## config.mk

```make
export PLATFORM = sky130hd
export DESIGN_NAME = i2c_arbiter
export DESIGN_NICKNAME = d
export VERILOG_FILES = /design/src/rtl/i2c_arbiter.sv
export SDC_FILE = /design/constraint.sdc
export NUM_CORES = 1
export LEC_CHECK = 0
export CAP_MARGIN = 15
export CORE_ASPECT_RATIO = 0.8
export CORE_MARGIN = 3
export CORE_UTILIZATION = 30
export DETAILED_ROUTE_END_ITERATION = 6
export HOLD_SLACK_MARGIN = 0.05
export PLACE_DENSITY = 0.6
export REMOVE_ABC_BUFFERS = 1
export SLEW_MARGIN = 10
export SYNTH_ARGS = -nofsm -noshare
export SYNTH_HDL_FRONTEND = slang
export SYNTH_SLANG_ARGS = --single-unit
```

## constraint.sdc

```tcl
create_clock -name clk_i -period 3.6 [get_ports clk_i]
set_input_delay 0.72 -clock clk_i [delete_from_list [all_inputs] [get_ports clk_i]]
set_output_delay 0.72 -clock clk_i [all_outputs]
set_load 0.01 [all_outputs]
```

## src/rtl/i2c_arbiter.sv

```systemverilog
// Round-robin arbiter that lets four requesters share one I2C master.
// It latches the winner's transaction fields, drives the start strobe and routes byte strobes back.
module i2c_arbiter #(
  parameter int unsigned ST_LEN = 10,
  parameter int unsigned TO_CYC = 50000
) (
  input  logic        clk_i,
  input  logic        rs_ni,
  input  logic [3:0]  req_i,
  input  logic [27:0] req_add_i,
  input  logic [3:0]  req_rw_i,
  input  logic [31:0] req_ct_i,
  input  logic [31:0] req_wd_i,
  input  logic        m_byte_done_i,
  input  logic        m_done_i,
  input  logic [7:0]  m_rd_i,
  output logic        st_o,
  output logic [6:0]  s_add_o,
  output logic        rw_o,
  output logic [7:0]  byte_ct_o,
  output logic [7:0]  wr_slave_o,
  output logic [3:0]  gnt_o,
  output logic [3:0]  ack_o,
  output logic [7:0]  rd_data_o,
  output logic [3:0]  rd_vld_o,
  output logic [3:0]  done_o,
  output logic [3:0]  err_o,
  output logic        m_abort_o
);

  typedef enum logic [1:0] {StIdle, StStart, StWait, StCpl} state_e;

  state_e      state_q, state_d;
  logic [1:0]  last_q, last_d, win_q, win_d;
  logic [31:0] cnt_q, cnt_d;
  logic        st_q, st_d, rw_q, rw_d, abort_q, abort_d;
  logic [6:0]  s_add_q, s_add_d;
  logic [7:0]  ct_q, ct_d, wr_slave_q, wr_slave_d, rd_data_q, rd_data_d;
  logic [3:0]  gnt_q, gnt_d, ack_q, ack_d, rd_vld_q, rd_vld_d;
  logic [3:0]  done_q, done_d, err_q, err_d;

  logic [1:0]  pick, idx;
  logic        found;
  logic [3:0]  win_oh;
  logic        to_hit, st_end;

  // Search starts just after the last winner, so the previous winner ranks lowest.
  always_comb begin
    pick  = last_q;
    idx   = '0;
    found = 1'b0;
    for (int k = 1; k <= 4; k++) begin
      idx = last_q + 2'(k);
      if (!found && req_i[idx]) begin
        pick  = idx;
        found = 1'b1;
      end
    end
  end

  assign win_oh = 4'b0001 << win_q;
  assign to_hit = (cnt_q == TO_CYC - 1);
  assign st_end = (cnt_q == ST_LEN - 1);

  always_comb begin
    state_d    = state_q;
    last_d     = last_q;
    win_d      = win_q;
    cnt_d      = cnt_q;
    st_d       = st_q;
    s_add_d    = s_add_q;
    rw_d       = rw_q;
    ct_d       = ct_q;
    gnt_d      = gnt_q;
    rd_data_d  = rd_data_q;
    ack_d      = '0;
    rd_vld_d   = '0;
    done_d     = '0;
    err_d      = '0;
    abort_d    = 1'b0;
    wr_slave_d = (gnt_q != '0) ? req_wd_i[8*int'(win_q) +: 8] : wr_slave_q;

    unique case (state_q)
      StIdle: begin
        if (found) begin
          win_d   = pick;
          gnt_d   = 4'b0001 << pick;
          s_add_d = req_add_i[7*int'(pick) +: 7];
          rw_d    = req_rw_i[pick];
          ct_d    = req_ct_i[8*int'(pick) +: 8];
          cnt_d   = '0;
          if (req_ct_i[8*int'(pick) +: 8] == 8'd0) begin
            // Empty transfer never touches the bus.
            done_d  = 4'b0001 << pick;
            last_d  = pick;
            state_d = StCpl;
          end else begin
            st_d    = 1'b1;
            state_d = StStart;
          end
        end
      end
      StStart: begin
        cnt_d = cnt_q + 32'd1;
        if (to_hit) begin
          st_d    = 1'b0;
          err_d   = win_oh;
          abort_d = 1'b1;
          last_d  = win_q;
          state_d = StCpl;
        end else if (st_end) begin
          st_d    = 1'b0;
          state_d = StWait;
        end
      end
      StWait: begin
        cnt_d = cnt_q + 32'd1;
        if (m_byte_done_i) begin
          ack_d = win_oh;
          if (rw_q) begin
            rd_data_d = m_rd_i;
            rd_vld_d  = win_oh;
          end
        end
        if (m_done_i) begin
          done_d  = win_oh;
          last_d  = win_q;
          state_d = StCpl;
        end else if (to_hit) begin
          err_d   = win_oh;
          abort_d = 1'b1;
          last_d  = win_q;
          state_d = StCpl;
        end
      end
      StCpl: begin
        gnt_d   = '0;
        state_d = StIdle;
      end
      default: state_d = StIdle;
    endcase
  end

  always_ff @(posedge clk_i or negedge rs_ni) begin
    if (!rs_ni) begin
      state_q    <= StIdle;
      last_q     <= 2'd3;
      win_q      <= '0;
      cnt_q      <= '0;
      st_q       <= 1'b0;
      s_add_q    <= '0;
      rw_q       <= 1'b0;
      ct_q       <= '0;
      gnt_q      <= '0;
      wr_slave_q <= '0;
      rd_data_q  <= '0;
      ack_q      <= '0;
      rd_vld_q   <= '0;
      done_q     <= '0;
      err_q      <= '0;
      abort_q    <= 1'b0;
    end else begin
      state_q    <= state_d;
      last_q     <= last_d;
      win_q      <= win_d;
      cnt_q      <= cnt_d;
      st_q       <= st_d;
      s_add_q    <= s_add_d;
      rw_q       <= rw_d;
      ct_q       <= ct_d;
      gnt_q      <= gnt_d;
      wr_slave_q <= wr_slave_d;
      rd_data_q  <= rd_data_d;
      ack_q      <= ack_d;
      rd_vld_q   <= rd_vld_d;
      done_q     <= done_d;
      err_q      <= err_d;
      abort_q    <= abort_d;
    end
  end

  assign st_o       = st_q;
  assign s_add_o    = s_add_q;
  assign rw_o       = rw_q;
  assign byte_ct_o  = ct_q;
  assign wr_slave_o = wr_slave_q;
  assign gnt_o      = gnt_q;
  assign ack_o      = ack_q;
  assign rd_data_o  = rd_data_q;
  assign rd_vld_o   = rd_vld_q;
  assign done_o     = done_q;
  assign err_o      = err_q;
  assign m_abort_o  = abort_q;

endmodule
```

==> qor.csv <==
metric;value;unit
outcome;completed;
# resized after CTS;0;
WL final;12900;um
Routed WL per cell;15.6;um
Clock Sinks;92;
IO Pins;166;
die height;120;um
sequential share of power;31.4;%
Core Footprint;15900;um^2
mapped cell area;4900;um^2
Max VDD drop;0.307;mV
CTS Buf Count;9;
leak pwr;0.00299;uW
yosys warns;0;
TritonCTS clock tree;yes;
Psw;1780;uW
worst r2r path cells;10;
CP startpoint kind;primary input;
Buf/Inv on CP;2;
CP required;3.83;ns
antenna violations before repair;0;
Fin Hold WS;0.466;ns
row count;41;
#FFs+latches synth;92;
layout cells sized above 1;15.1;%
maximum clock path buffer count;2;
sequential-to-total area share from yosys stat;47.1;%
Levels on crit path;10;
crit path DAT;3.18;ns
cts hold-fix bufs;0;
Clock Latency Late Sink;0.34;ns
headroom to the max-slew limit;46.3;%
Setup Crit Path Kind;in -> reg;
CTS H-tree depth;3;
Clk pwr share;21.3;%
Reg-to-Reg End;cnt_q[30]$_DFFE_PN0P_;
slew at the pin closest to its max-slew limit;0.805;ns
CP Capture Type;register;
DRC;0;
placed inst area;6780;um^2
Filler Cells Inserted;1481;
IO Port Bufs;165;
DP HPWL;9810;um
Max Slew Vio Count;0;
Syn-to-layout area delta;45.8;%
Slowest-stage cell, CP;clkdlybuf4s50_1;
Int Power;3360;uW
RSZ-0062 raised after global routing;false;
vias per inst;4.85;
Ant. Diodes;0;
flop2flop setup slack;0.72;ns
R2R Path Start;state_q[0]$_DFFE_PN0P_;
vias in the first global route;4309;
clock slew at reported path FFs;0.06;ns
clock skew;0.00750;ns
Final ANT Viol Nets;0;
post-synthesis average cell area;11.2;um^2
final setup fails;0;
Top delay family on crit path;buffers and inverters;
1st-pass router iterations;4;
PD cells;720;nW/um^2
Overflow after GRT;0;
CTS Root Cell;clkbuf_16;
die width;149;um
Final min period;2.95;ns
Post-Route Setup TNS;0;ns
Syn Inst Count;436;
Netlist cell types;64;
vias;3989;
number of synthesized flops with an enable pin;0;
fin area;7140;um^2
Sw Ratio;34.7;%
crit-path cells;clkdlybuf4s50_1, nand2b_1, a21oi_2, a221oi_4, buf_12, mux2i_1, mux2_2, nand4_4, or2_2, a221o_1;
Max-cap violations;0;
fin crit share;82.0;%
type of the worst min-delay path;in -> async;
CP max stage delay;0.53;ns
Initial Util;30.8;%
Iter 0 DRT Violations;154;
post-layout net count;721;
global-route usage over all layers;14.9;%
FFs w/ async S/R, synth;100;%
Synth Flop Type;dfrtp_1;
routability cong.;0.825;
fmax;0.339;GHz
largest net degree at the start of global routing;64;
first-pass GRT wire length;21400;um
post-CTS setup buffer count;0;
Die Area;17900;um^2
Final Hold Viols;0;
combinational power share;47.3;%
crit-path max FO;31;
## sequential cells by signal (all words and copies together), names as in the netlist, 2 cells and up
signal	flops
rd_data_o	8
err_o	4
gnt_o	4
state_q	2
wr_slave_o	8
cnt_q	32
s_add_o	7
byte_ct_o	8
rd_vld_o	4
done_o	4
win_q	2
last_q	2
ack_o	4
## through the flow
step	setup slack (ns)	total power, uW	cells	utilization (%)
floorplan	0.270	3000	417	-
global placement	0.385	4020	806	42.7
detailed placement	0.275	4070	806	42.7
CTS	0.635	5200	822	44.8
global route	0.417	5500	823	44.9
finish	0.648	5140	823	44.9
## layer usage
metal,track usage [%],part of all wire [%],vias up
met2,23.5,45,143
met4,2.63,0.75,0
met3,6.56,9.5,8
li1,-,-,1902
met5,0,0,-
met1,19.3,45,1936
## how the worst max path moves through the flow
stage                     slack (ns)                    from               endpoint
final                           0.65                req_i[2]       st_o$_DFFE_PN0P_
after global routing            0.42  state_q[1]$_DFFE_PN0P_  cnt_q[30]$_DFFE_PN0P_
after CTS                       0.64                req_i[0]       st_o$_DFFE_PN0P_
after detailed placement        0.27                req_i[0]       st_o$_DFFE_PN0P_
after global placement          0.39                req_i[2]       st_o$_DFFE_PN0P_
after floorplan                 0.27                req_i[3]       st_o$_DFFE_PN0P_
## cell families (layout without fill, tap and decap cells)
group	count (synthesis)	in the layout	share of synthesized area, %
and+or+nand+nor	160	160	16.6
DFF	92	92	47.1
muxes	64	64	18.2
AOI/OAI and AO/OA	57	57	8.41
buffers and inverters	30	202	3.37
xor gates and xnor gates	27	27	4.83
adders and majority gates	6	6	1.53
## worst register-to-register path, stage by stage (launching register included)
cell and delay (ns):
dfrtp_1 0.43, inv_1 0.11, ha_1 0.50, nor2_1 0.19
a211oi_2 0.29, nand3_1 0.17, nor2_1 0.15, and2_1 0.23
nand3b_1 0.20, or3_1 0.35, a21oi_1 0.18
## power by group through the flow
stage	clock (uW)	sequential, uW	combinational, uW
after CTS	1130	1620	2450
after floorplan	0	1680	1320
final	1090	1620	2430
after global routing	1170	1670	2670
after global placement	0	1630	2390
after detailed placement	0	1640	2430
## cells in the final DEF, fill, tap and decap left out, types with 13 or more instances in the layout
cell type and n:
dfrtp_1 90, clkdlybuf4s50_1 164, nor2_1 59, mux2_2 32, mux4_2 13, xor2_1 20
nand2_1 34, nand3_1 20, o21ai_0 20, mux2i_1 16
## cell type report
type	count	area [um^2]	area share, %
flip-flops and latches	92	2300	32.3
clock buffers	11	243	3.40
well taps	215	269	3.77
repair buffers	175	1750	24.5
multi-input cells	314	2430	34.0
clock inverters	5	106	1.49
inverters	11	41.3	0.578
## cells in the mapped netlist (2+ instances only)
library cell | number | share of area (%)
and3_1 | 6 | 0.77
or3_1 | 3 | 0.38
nor3_1 | 5 | 0.51
nand2_1 | 34 | 2.6
a221o_1 | 2 | 0.41
nor4_1 | 8 | 1.0
a22oi_1 | 2 | 0.31
o21ai_1 | 2 | 0.20
mux2_2 | 32 | 7.4
dfstp_2 | 2 | 1.1
mux2i_1 | 16 | 3.3
xnor2_1 | 7 | 1.3
a31oi_1 | 3 | 0.38
xor2_1 | 20 | 3.6
ha_1 | 6 | 1.5
buf_6 | 2 | 0.46
mux4_1 | 3 | 1.6
and4_1 | 2 | 0.36
nand4_1 | 2 | 0.26
a31o_2 | 4 | 0.72
nor2b_1 | 2 | 0.26
nand2b_1 | 5 | 0.64
nand3_1 | 20 | 2.0
or4b_1 | 2 | 0.41
buf_2 | 2 | 0.20
and2_1 | 2 | 0.26
a32oi_1 | 2 | 0.36
dfrtp_1 | 90 | 46
clkbuf_1 | 10 | 0.77
o211ai_1 | 2 | 0.31
o21ai_0 | 20 | 2.0
nand4_4 | 2 | 0.87
o21ai_2 | 2 | 0.36
mux4_2 | 13 | 6.0
a21oi_1 | 4 | 0.41
inv_1 | 11 | 0.84
nor2_1 | 59 | 4.5
Note: power is estimated with default switching activity, not from simulation.
